<file path="config.mk">
export PLATFORM = sky130hd
export DESIGN_NAME = rr_arbiter4
export DESIGN_NICKNAME = d
export VERILOG_FILES = /design/src/rtl/rr_arbiter4_pkg.sv /design/src/rtl/rr_arbiter4_grant_decode.sv /design/src/rtl/rr_arbiter4.sv
export SDC_FILE = /design/constraint.sdc
export NUM_CORES = 1
export LEC_CHECK = 0
export BUFFER_PORTS_ARGS = -buffer_cell sky130_fd_sc_hd__clkbuf_2
export CAP_MARGIN = 20
export CORE_AREA = 2 2 71 53
export DETAILED_ROUTE_END_ITERATION = 10
export DIE_AREA = 0 0 73 55
export PLACE_DENSITY = 0.39
export SLEW_MARGIN = 20
export SYNTH_ARGS = -nofsm -noshare
export SYNTH_HDL_FRONTEND = slang
export SYNTH_SLANG_ARGS = --single-unit
</file>
<file path="constraint.sdc">
create_clock -name clk -period 4.15 [get_ports clk]
set_clock_uncertainty 0.15 [all_clocks]
set_input_delay 0.415 -clock clk [delete_from_list [all_inputs] [get_ports clk]]
set_output_delay 0.415 -clock clk [all_outputs]
set_load 0.1 [all_outputs]
</file>
<file path="src/rtl/rr_arbiter4_pkg.sv">
// rr_arbiter4_pkg: shared FSM state encodings and requester count for rr_arbiter4
package rr_arbiter4_pkg;
  localparam int N_REQ = 4;
  typedef enum logic [1:0] {
    IDLE  = 2'd0,
    GRANT = 2'd1,
    TURN  = 2'd2
  } state_e;
endpackage

</file>
<file path="src/rtl/rr_arbiter4_grant_decode.sv">
// grant_decode: combinational 2-to-4 one-hot decoder
//   in  : binary requester index
//   out : one-hot vector, out[k] = (in == k)
module grant_decode
  import rr_arbiter4_pkg::*;
(
  input  logic [1:0]       in,
  output logic [N_REQ-1:0] out
);
  assign out = N_REQ'(1) << in;
endmodule

</file>
<file path="src/rtl/rr_arbiter4.sv">
// rr_arbiter4: four-requester round-robin arbiter with hold limit and turnaround cycle
//   clk         : system clock, rising edge
//   rst_n       : synchronous active-low reset
//   en          : arbitration enable (gates new grants only)
//   req         : level-sensitive request vector
//   grant       : registered one-hot grant, zero when no owner
//   grant_valid : high while any grant bit is set
//   grant_idx   : index of current or last owner
//   timeout     : one-cycle pulse on a forced release at MAX_HOLD
module rr_arbiter4
  import rr_arbiter4_pkg::*;
#(
  parameter int MAX_HOLD = 8,
  parameter int CNT_W    = 4
) (
  input  logic             clk,
  input  logic             rst_n,
  input  logic             en,
  input  logic [N_REQ-1:0] req,
  output logic [N_REQ-1:0] grant,
  output logic             grant_valid,
  output logic [1:0]       grant_idx,
  output logic             timeout
);
  state_e           state_q, state_d;
  logic [N_REQ-1:0] grant_q, grant_d, dec_out;
  logic [1:0]       idx_q, idx_d, ptr_q, ptr_d, win;
  logic [CNT_W-1:0] cnt_q, cnt_d;
  logic             timeout_q, timeout_d;

  // Scan from the highest offset down so the lowest offset from ptr wins.
  always_comb begin
    win = ptr_q;
    for (int k = N_REQ - 1; k >= 0; k--)
      if (req[ptr_q + 2'(k)]) win = ptr_q + 2'(k);
  end

  always_comb begin
    state_d   = state_q;
    idx_d     = idx_q;
    ptr_d     = ptr_q;
    cnt_d     = cnt_q;
    timeout_d = 1'b0;
    case (state_q)
      IDLE: if (en && |req) begin
        state_d = GRANT;
        idx_d   = win;
        ptr_d   = win + 2'd1;
        cnt_d   = CNT_W'(1);
      end
      GRANT: begin
        if (!req[idx_q]) state_d = TURN;
        else if (cnt_q == CNT_W'(MAX_HOLD)) begin
          state_d   = TURN;
          timeout_d = 1'b1;
        end else cnt_d = cnt_q + CNT_W'(1);
      end
      default: state_d = IDLE;
    endcase
    grant_d = (state_d == GRANT) ? dec_out : '0;
  end

  grant_decode u_dec (
    .in  (idx_d),
    .out (dec_out)
  );

  always_ff @(posedge clk) begin
    if (!rst_n) begin
      state_q   <= IDLE;
      grant_q   <= '0;
      idx_q     <= 2'd0;
      ptr_q     <= 2'd0;
      cnt_q     <= '0;
      timeout_q <= 1'b0;
    end else begin
      state_q   <= state_d;
      grant_q   <= grant_d;
      idx_q     <= idx_d;
      ptr_q     <= ptr_d;
      cnt_q     <= cnt_d;
      timeout_q <= timeout_d;
    end
  end

  assign grant       = grant_q;
  assign grant_valid = |grant_q;
  assign grant_idx   = idx_q;
  assign timeout     = timeout_q;
endmodule

</file>
After elaboration in Yosys (flattened, before gate mapping)
Cells that the tools add are included.
W data, S select, Z words.
{"block": "totals", "wordCells": 57, "n_memories": 0, "rom_bits": 0, "input_bits": 7, "out_inout_bits": 8, "register_bits": 15, "latch_bits": 0, "mem_bits_rw": 0}
{"block": "op_classes", "bitwise_logic": 0, "n_mul": 0, "add_sub_neg": 5, "shift": 1, "magnitude_cmp": 5, "n_mux": 25, "reduce_logical": 9, "div": 0, "eq_ne": 6}
{"op": "$mux W2", "count": 9}
{"op": "$lt A2 B3 Y1 const B", "count": 5}
{"op": "$mux W4", "count": 3}
{"op": "$bmux W1 S2", "count": 5}
{"op": "$pmux W4 S2", "count": 1}
{"op": "$reduce_or A4 Y1", "count": 2}
{"op": "$mux W1", "count": 6}
{"op": "$ne A2 B2 Y1 const B", "count": 3}
{"op": "$add A2 B1 Y2 const B", "count": 2}
{"op": "$add A2 B2 Y2 const B", "count": 2}
{"op": "$add A4 B1 Y4 const B", "count": 1}
{"op": "$eq A2 B1 Y1 const B", "count": 2}
{"op": "$eq A4 B4 Y1 const B", "count": 1}
{"op": "$pmux W2 S2", "count": 1}
{"op": "$reduce_and A2 Y1", "count": 2}
{"op": "$reduce_and A4 Y1", "count": 1}
{"op": "$shl A1 B2 Y4 const A", "count": 1}
{"op": "$reduce_and A3 Y1", "count": 1}
{"op": "$logic_not A2 Y1", "count": 1}
{"op": "$reduce_bool A2 Y1", "count": 1}
{"op": "$logic_and A1 B1 Y1", "count": 1}

Logic depth before layout (Yosys ltp)
Gate-level depths: netlist of the first run.
{"block": "logic_depth", "ltp_word": 10, "depth_mapped": 8}

Cells and area by module
Synthesis of the first run repeated with hierarchy kept, for this count alone.
{"block": "hier_totals", "hier_cells": 87, "hier_area_um2": 773.2}
{"mod": "rr_arbiter4", "area_each_um2": 747.0, "cells_each": 83, "n_inst": 1}
{"mod": "grant_decode", "area_each_um2": 26.3, "cells_each": 4, "n_inst": 1}

Worst setup path after synthesis of the first run
Ideal clock, no wire load.
{"block": "synth_timing", "kind": "register to register", "from": "register idx_q[0], in the netlist grant_idx[0]", "to": "register cnt_q[3]", "path_stages_with_launch": 7, "synth_period_minus_slack_ns": 2.501, "path_slack_ns": 1.649, "arrival_ns": 2.211, "required_time_ns": 3.860, "setup_time_ns": 0.140, "path_cell_list": "dfxtp_1 > mux4_1 > and4b_1 > buf_6 > nand4_2 > xor2_1 > nor3_1"}
{"block": "synth_via", "elab_chain_cells": 4}
{"element": "from (decl)", "line_no": "rr_arbiter4.sv:27", "source": "logic [1:0] idx_q, idx_d, ptr_q, ptr_d, win;"}
{"element": "from (signal assigned)", "line_no": "rr_arbiter4.sv:79", "source": "idx_q <= idx_d;"}
{"element": "$bmux W1 S2", "line_no": "rr_arbiter4.sv:52", "source": "if (!req[idx_q]) state_d = TURN;"}
{"element": "$mux W1 (implied by the code)", "line_no": "rr_arbiter4.sv:52"}
{"element": "$ne A2 B2 Y1 (no source line)"}
{"element": "$reduce_and A4 Y1 (no source line)"}
{"element": "to (signal assigned)", "line_no": "rr_arbiter4.sv:81", "source": "cnt_q <= cnt_d;"}
{"element": "to (decl)", "line_no": "rr_arbiter4.sv:28", "source": "logic [CNT_W-1:0] cnt_q, cnt_d;"}
Every way passes these cells. The select of a mux whose other input is x is not followed.
A chain may end at the register's enable or synchronous reset.

Worst setup path in the final report of the first run
{"block": "layout_timing", "from": "register grant_q[1], in the netlist grant[1]", "to": "output port grant_valid"}
{"block": "layout_via", "elab_chain_cells": 1}
{"element": "from (decl)", "line_no": "rr_arbiter4.sv:26", "source": "logic [N_REQ-1:0] grant_q, grant_d, dec_out;"}
{"element": "from (signal assigned)", "line_no": "rr_arbiter4.sv:78", "source": "grant_q <= grant_d;"}
{"element": "$reduce_or A4 Y1", "line_no": "rr_arbiter4.sv:87", "source": "assign grant_valid = |grant_q;"}
{"element": "to (decl)", "line_no": "rr_arbiter4.sv:21", "source": "output logic grant_valid,"}
Every way passes these cells.

==> results of run 1 <==
-- logic make-up (layout without fill, tap and decap cells) --
family,Yosys count,in the layout,share of synthesized area
and+or+nand+nor,33,33,0.3011
AOI/OAI and AO/OA,16,16,0.1585
DFF,15,15,0.3804
buffers and inverters,7,24,0.04279
xor gates and xnor gates,3,3,0.03329
adders and majority gates,2,2,0.03169
muxes,2,2,0.05230
-- metrics by stage --
stage / cells / instance area (sq um) / hold slack [ns] / util
6_report: 135 / 943.4 / 0.3455 / 0.2811
5_1_grt: 135 / 943.4 / 0.3778 / 0.2811
4_1_cts: 135 / 943.4 / 0.3453 / 0.2811
3_5_place_dp: 131 / 898.4 / 0.3972 / 0.2677
3_3_place_gp: 131 / 898.4 / 0.4040 / 0.2677
2_1_floorplan: 78 / 789.5 / 0.3389 / -
-- metal layers --
metal	global-route usage	vias to the layer above
li1	-	312
met1	0.1000	266
met2	0.1321	11
met3	0.03261	5
met4	0.05556	0
met5	0	-
-- worst max path at each step --
stage             endpoint  slack (ns)
2_1_floorplan     cnt_q[3]        1.65
3_3_place_gp      cnt_q[3]        2.08
3_5_place_dp      cnt_q[3]        2.14
4_1_cts        grant_valid        2.12
5_1_grt        grant_valid        2.11
6_report       grant_valid        2.14
-- flip-flops by register name (all words and copies together) (netlist names) --
| register | count |
|---|---|
| cnt_q | 4 |
| grant | 4 |
| grant_idx | 2 |
| ptr_q | 2 |
| state_q | 2 |
| timeout | 1 |
-- Yosys cell counts (2+ instances only) --
cell	number	area share
nor2_1	3	0.014
a21oi_1	5	0.032
xor2_1	2	0.022
nor3_1	6	0.038
dfxtp_1	15	0.38
ha_1	2	0.032
nor2b_1	2	0.016
inv_1	6	0.029
nand2b_1	2	0.016
nor3_2	2	0.025
nand3b_1	3	0.029
o31ai_1	3	0.029
and2_1	2	0.016
o21ai_0	3	0.019
-- layout make-up --
cell class                 count  area share
timing repair buffer          14     0.07427
tap                           40     0.05305
sequential                    15      0.3183
multi-input combinational     56      0.4828
clock buffer                   4     0.04775
inverter                       6     0.02387
-- worst max-delay path: stages (launching register included) --
cell      delay [ns]
dfxtp_1         0.31
or4_1           0.51
clkbuf_2        0.38
-- power groups by stage --
stage	Sequential (uW)	Clock, uW	Combinational [uW]
after CTS	164	123	118
after floorplan	193	0	69.7
after global placement	167	0	119
final	164	117	117
after detailed placement	167	0	118
after global routing	165	127	125
==> impl_metrics.csv, run 1 <==
group,metric,value,unit
outcome,outcome,"finished, final reports clean",
sta,finalSetupViolCount,0,
pwr,switchingPower,140.4,uW
critical_path,regToRegSetupSlack,2.26,ns
floorplanning,die_w,73,um
sta,max_slew.worst_pin.slew,0.6368,ns
sta,slew_violations,0,
sta,fmax,497.7,MHz
placement,finalWeightedCongestion,0.6992,
drt,vias,594,
grt,grt_max_degree,11,
pwr,p_clk_frac,0.295,
floorplanning,start_util,0.2353,
floorplanning,rows,18,
critical_path,rr_endpoint,"cnt_q[3]",
floorplanning,dieArea,0.004015,sq mm
drt,wl_met1,768,um
hold_path,hold_start,"rst_n",
critical_path,crit_path_end_kind,"output port",
clock_tree,h-tree-depth,1,
synthesis,yosys_warnings,0,
sta,layout_min_cycle_time,2.009,ns
critical_path,crit_type,"reg2out",
synthesis,post_synth.cell_area_avg,10.12,sq um
clock_tree,clk_pin_slew,0.06,ns
drt,routedWlPerCell,11.73,um
sta,grt_setup_unrepaired,"false",
final_layout,mostFrequentLayoutCell,"dfxtp_1",
grt,grt_overflow,0,
clock_tree,cts_made_buffers,3,
synthesis,ys_ff_latch,15,
placement,dpl.hpwl,1.270,mm
grt,grt_use_total,0.08524,
floorplanning,ios,15,
drt,met3_length,66,um
clock_tree,cts_root_buf,"clkbuf_8",
drt,ant_nets,0,
final_layout,antenna_cells,0,
synthesis,synth_flop_cell,"dfxtp_1",
sta,setup_slack,2.141,ns
sta,max-slew-margin-rel,0.5731,
sta,hold_viol,0,
hold_path,min_to,"ptr_q[1]",
pwr,p_leak,0.0004000,uW
final_layout,syn_to_final_growth,19.49,%
critical_path,crit_required,3.59,ns
placement,post-place-ws,2.137,ns
drt,drc_errors,0,
clock_tree,holdBufCountCts,0,
synthesis,synth_area,789.5,sq um
flow_run,maxCapViolations,0,
pwr,pwr-share-seq,0.412,
drt,wirelength,1.583,mm
placement,portBuffers,14,
synthesis,synth-async-reset-ratio,0,
pwr,ir_drop,0.1240,mV
sta,finalSetupTns,0,ns
pwr,swShare,0.3529,
grt,grt_pass1_wl,2.421,mm
hold_path,hold_depth,3,
synthesis,synth_edf_count,0,
floorplanning,die_h,55,um
clock_tree,cts_sinks,15,
final_layout,final_cell_mix,"dfxtp_1, clkbuf_2, inv_1, nor3_1, a21oi_1",
synthesis,syn_nets,87,
critical_path,worstPathArrival,1.44,ns
final_layout,drive_gt1_frac,0.3263,
pwr,p_int,257.5,uW
synthesis,syn_inst,78,
grt,grt_pass1_vias,535,
pwr,share_comb_of_total_power,0.293,
clock_tree,cts_buffer_depth,2,
drt,routed.top_layer,"met4",
grt,antenna_found_initial,0,
synthesis,yosysSeqAreaShare,0.3803,
final_layout,seq_area,300.3,sq um
final_layout,multi_input_area,455.4,sq um
drt,wl_met2,704,um
critical_path,regToRegStartpoint,"grant_idx[0]",
clock_tree,cts_tree,"built",
critical_path,startpoint,"grant[1]",
critical_path,ff2ff_path_depth,5,
clock_tree,post_cts_buffers,0,
floorplanning,coreArea,0.003356,sq mm
drt,first_pass_iters,4,
critical_path,critical_path_peak_fanout,2,
hold_path,hp-class,"in2reg",
drt,viasPerCell,4.400,
final_layout,fillers,356,
pwr,power,398.0,uW
critical_path,startpoint_type,"flop",
drt,dr.first_iter.drc_count,22,
final_layout,num-nets-final,105,
sta,finalCritPeriodShare,0.4842,
synthesis,ys_types,36,
pwr,power_density,421.8,mW/mm^2
clock_tree,ctsResizeCount,0,
clock_tree,clock_latency,0.25,ns
Power figures use the tool's default switching activity.
==> run 2: changes to the inputs <==
==> constraint.sdc (replaced) <==
create_clock -name clk -period 2 [get_ports clk]
set_clock_uncertainty 0.15 [all_clocks]
set_input_delay 0.2 -clock clk [delete_from_list [all_inputs] [get_ports clk]]
set_output_delay 0.2 -clock clk [all_outputs]
set_load 0.1 [all_outputs]
==> run 2 against run 1 <==
Die area unchanged; worst hold slack worse by 0.20 ns; non-clock buffer count up 1; critical path type unchanged; cell area up 1.9%.
==> impl_metrics.csv, run 2 (synthesis results as in run 1) <==
group,metric,value,unit
outcome,outcome,"finished, final reports clean",
clock_tree,holdBufCountCts,0,
grt,antenna_found_initial,0,
pwr,power,831.2,uW
sta,layout_min_cycle_time,1.800,ns
drt,drc_errors,0,
grt,grt_use_total,0.08818,
placement,post-place-ws,0.2251,ns
pwr,power_density,865.0,mW/mm^2
clock_tree,h-tree-depth,1,
critical_path,startpoint_type,"flop",
critical_path,ff2ff_path_depth,5,
pwr,ir_drop,0.2439,mV
grt,grt_max_degree,10,
clock_tree,cts_buffer_depth,2,
clock_tree,cts_sinks,15,
sta,slew_violations,0,
floorplanning,dieArea,0.004015,sq mm
final_layout,num-nets-final,106,
critical_path,worstPathCellList,"or4_4 > clkbuf_2",
floorplanning,coreArea,0.003356,sq mm
clock_tree,post_cts_buffers,0,
sta,hold_viol,0,
final_layout,mostFrequentLayoutCell,"clkbuf_2",
critical_path,crit_required,1.65,ns
sta,finalSetupViolCount,0,
placement,dpl.hpwl,1.191,mm
final_layout,final_cell_mix,"clkbuf_2, dfxtp_1, inv_1, nor3_1, a21oi_1",
critical_path,crit_slowest_cell,"or4_4",
final_layout,antenna_cells,0,
sta,grt_setup_unrepaired,"false",
clock_tree,cts_tree,"built",
floorplanning,rows,18,
sta,fmax,555.7,MHz
sta,finalSetupTns,0,ns
floorplanning,die_h,55,um
floorplanning,die_w,73,um
hold_path,hp-class,"in2reg",
sta,finalCritPeriodShare,0.8998,
clock_tree,clk_pin_slew,0.06,ns
grt,grt_pass1_vias,544,
drt,viasPerCell,4.390,
clock_tree,ctsResizeCount,0,
final_layout,syn_to_final_growth,21.71,%
floorplanning,ios,15,
drt,vias,597,
grt,grt_overflow,0,
sta,max_slew.worst_pin.slew,0.5527,ns
final_layout,final_core_util,0.2864,
clock_tree,cts_root_buf,"clkbuf_8",
critical_path,cpPeakStageDelay,0.51,ns
final_layout,drive_gt1_frac,0.3750,
critical_path,critical_path_peak_fanout,2,
placement,finalWeightedCongestion,0.7745,
critical_path,cp.depth,2,
drt,first_pass_iters,4,
clock_tree,cts_made_buffers,3,
drt,ant_nets,0,
hold_path,hold_depth,3,
placement,portBuffers,14,
critical_path,critPathTopFamily,"simple AND/OR/NAND/NOR gates",
grt,grt_pass1_wl,2.566,mm
flow_run,maxCapViolations,0,
drt,routedWlPerCell,11.09,um
pwr,p_leak,0.0004082,uW
critical_path,worstPathArrival,1.45,ns
critical_path,cp.buffers_inverters,1,
sta,max-slew-margin-rel,0.6331,
critical_path,crit_path_end_kind,"output port",
floorplanning,start_util,0.2353,
sta,setup_slack,0.2005,ns
critical_path,crit_type,"reg2out",
drt,wirelength,1.508,mm
drt,dr.first_iter.drc_count,22,
clock_tree,clock_latency,0.25,ns
==> run 2: cell types whose count changed in the layout (fill, tap and decap cells not counted), sizes merged <==
cell | before | now
buf | 0 | 1
clkinv | 0 | 1
clkbuf | 18 | 17
==> run 2: layout make-up <==
cell class                 instances  area, sq um
multi-input combinational         56        459.2
fill                             356         2395
clock inverter                     1        5.005
clock buffer                       3        41.29
tap                               40        50.05
timing repair buffer              15        77.57
inverter                           6        22.52
sequential                        15        305.3
==> run 2: stage by stage <==
step / cell area [sq um] / hold WS (ns) / cells
floorplan: 798.3 / 0.1709 / 78
global placement: 914.6 / 0.3907 / 132
detailed placement: 914.6 / 0.3726 / 132
CTS: 960.9 / 0.1498 / 136
global route: 960.9 / 0.1662 / 136
finish: 960.9 / 0.1501 / 136
==> run 2: final timing paths <==
kind,from,to,slack (ns)
worst max register to register,grant_idx[0],cnt_q[3],0.22
worst max-delay path,grant[1],grant_valid,0.20
worst min register to register,cnt_q[3],timeout,0.39
worst min-delay path,rst_n,ptr_q[0],0.15
==> run 2: routing by layer <==
layer / GRT usage / wire, um / vias up
met5: 0 / 0 / -
met4: 0.03704 / 0 / 0
met3: 0.03986 / 84 / 0
met2: 0.1321 / 632 / 14
met1: 0.1104 / 791 / 269
li1: - / - / 314
==> run 2: worst min-delay path: stages <==
cell and delay (ns):
clkbuf_2 0.15, o21ai_0 0.10, a21oi_1 0.04
==> run 2: report_power, final <==
part | switching [uW] | leakage, uW | internal (uW)
Combinational | 170 | 0.000259 | 80.0
Sequential | 18.9 | 0.000124 | 320
Clock | 105 | 0.0000255 | 138
Total | 294 | 0.000408 | 538
==> run 3: changes to the inputs <==
--- a/config.mk
+++ b/config.mk
@@ -7,10 +7,11 @@
 export LEC_CHECK = 0
 export BUFFER_PORTS_ARGS = -buffer_cell sky130_fd_sc_hd__clkbuf_2
 export CAP_MARGIN = 20
-export CORE_AREA = 2 2 71 53
+export CORE_AREA = 2 2 76 49
 export DETAILED_ROUTE_END_ITERATION = 10
-export DIE_AREA = 0 0 73 55
+export DIE_AREA = 0 0 78 51
 export PLACE_DENSITY = 0.39
+export SETUP_SLACK_MARGIN = 0.3
 export SLEW_MARGIN = 20
 export SYNTH_ARGS = -nofsm -noshare
 export SYNTH_HDL_FRONTEND = slang
==> run 3 against run 2 <==
Non-clock buffer count up 10; sequential power barely moved; maximum frequency grew 2.3%; sequential cell count stayed put; global-route usage up 0.87 points; via count is 7.7% higher; cell area increased by 14%.
==> impl_metrics.csv, run 3 (synthesis results as in run 1) <==
group,metric,value,unit
drt,wirelength,1.835,mm
drt,ant_nets,0,
grt,grt_pass1_wl,2.898,mm
final_layout,final_cell_mix,"clkbuf_2, buf_4, dfxtp_1",
floorplanning,die_h,51,um
placement,placed_area,943.4,sq um
drt,first_pass_iters,4,
final_layout,finalNonFillerCells,153,
floorplanning,dieArea,0.003978,sq mm
drt,viasPerCell,4.203,
critical_path,worstPathArrival,1.75,ns
hold_path,hp-class,"in2reg",
pwr,pwr-share-seq,0.371,
floorplanning,coreArea,0.003403,sq mm
grt,grt_max_degree,11,
pwr,p_clk_frac,0.286,
critical_path,crit_path_end_kind,"flop",
placement,finalWeightedCongestion,0.6763,
sta,layout_min_cycle_time,1.758,ns
final_layout,num-nets-final,116,
drt,routedWlPerCell,11.99,um
critical_path,crit_required,2.00,ns
final_layout,syn_to_final_growth,38.83,%
sta,finalSetupViolCount,0,
pwr,power_density,833.7,mW/mm^2
clock_tree,clock_latency,0.25,ns
sta,slew_violations,0,
floorplanning,ios,15,
grt,grt_overflow,0,
sta,hold_viol,0,
pwr,p_leak,0.0004693,uW
floorplanning,rows,17,
clock_tree,holdBufCountCts,0,
critical_path,crit_type,"reg2reg",
drt,drc_errors,0,
final_layout,antenna_cells,0,
flow_run,maxCapViolations,0,
grt,antenna_found_initial,0,
final_layout,mostFrequentLayoutCell,"clkbuf_2",
critical_path,startpoint_type,"flop",
sta,finalCritPeriodShare,0.8792,
clock_tree,cts_tree,"built",
drt,dr.first_iter.drc_count,42,
pwr,ir_drop,0.4472,mV
drt,vias,643,
outcome,outcome,"finished, final reports clean",
clock_tree,cts_root_buf,"clkbuf_8",
sta,max_slew.worst_pin.slew,0.5407,ns
placement,dp_cells,140,
clock_tree,cts_buffer_depth,2,
placement,dpl.hpwl,1.231,mm
clock_tree,cts_made_buffers,3,
sta,max-slew-margin-rel,0.6411,
final_layout,design_area,0.001096,sq mm
critical_path,critical_path_peak_fanout,3,
sta,finalSetupTns,0,ns
grt,grt_pass1_vias,561,
clock_tree,cts_sinks,15,
floorplanning,start_util,0.2320,
pwr,p_int,582.1,uW
clock_tree,h-tree-depth,1,
sta,grt_setup_unrepaired,"true",
placement,portBuffers,14,
grt,grt_use_total,0.09685,
pwr,switchingPower,331.6,uW
pwr,power,913.8,uW
floorplanning,die_w,78,um
pwr,share_comb_of_total_power,0.343,
clock_tree,clk_pin_slew,0.07,ns
pwr,swShare,0.3629,
final_layout,drive_gt1_frac,0.5472,
sta,fmax,568.7,MHz
[run 3: cell type report]
| cell class | instances | area (sq um) |
|---|---|---|
| Clock buffer | 3 | 41.29 |
| Clock inverter | 1 | 7.507 |
| Fill cell | 351 | 2307 |
| Inverter | 6 | 22.52 |
| Multi-Input combinational cell | 56 | 491.7 |
| Sequential cell | 15 | 311.5 |
| Tap cell | 47 | 58.81 |
| Timing Repair Buffer | 25 | 162.7 |
[run 3: worst paths after layout]
path,end,cells past startpoint,startpoint,slack (ns)
min reg2reg,timeout,2,cnt_q[3],0.42
min,ptr_q[0],3,rst_n,0.13
max,grant[2],5,state_q[0],0.24
max reg2reg,grant[2],5,state_q[0],0.24
[run 3: repair_timing]
action	CTS	global route
resized for setup	5	5
setup endpoints to repair	11	11
setup buffers	4	5
pin swaps	5	1
[run 3: per-layer routing]
metal	routed length (um)	global-route usage
met1	1017	0.1509
met4	0	0.03509
met5	0	0
met2	736	0.1121
met3	80	0.03887
[run 3: worst max-delay path, cell delays in order (launching register included)]
cell and delay, ns:
dfxtp_2 0.32, nand2b_4 0.15, or3_4 0.37, o41ai_4 0.42
buf_4 0.19, nor3b_2 0.04
[run 3: metrics by stage]
stage	util	hold slack, ns	setup slack, ns
global route	0.3221	0.1451	0.2115
global placement	0.2772	0.3883	0.1740
floorplan	-	0.1709	0.06718
CTS	0.3055	0.1187	0.2566
finish	0.3221	0.1289	0.2417
detailed placement	0.2772	0.3729	0.1623
[run 3: power groups by stage]
stage,combinational (uW),sequential (uW),clock [uW]
floorplan,150,405,0
global placement,262,346,0
finish,313,339,261
detailed placement,258,345,0
CTS,283,338,265
global route,334,342,284
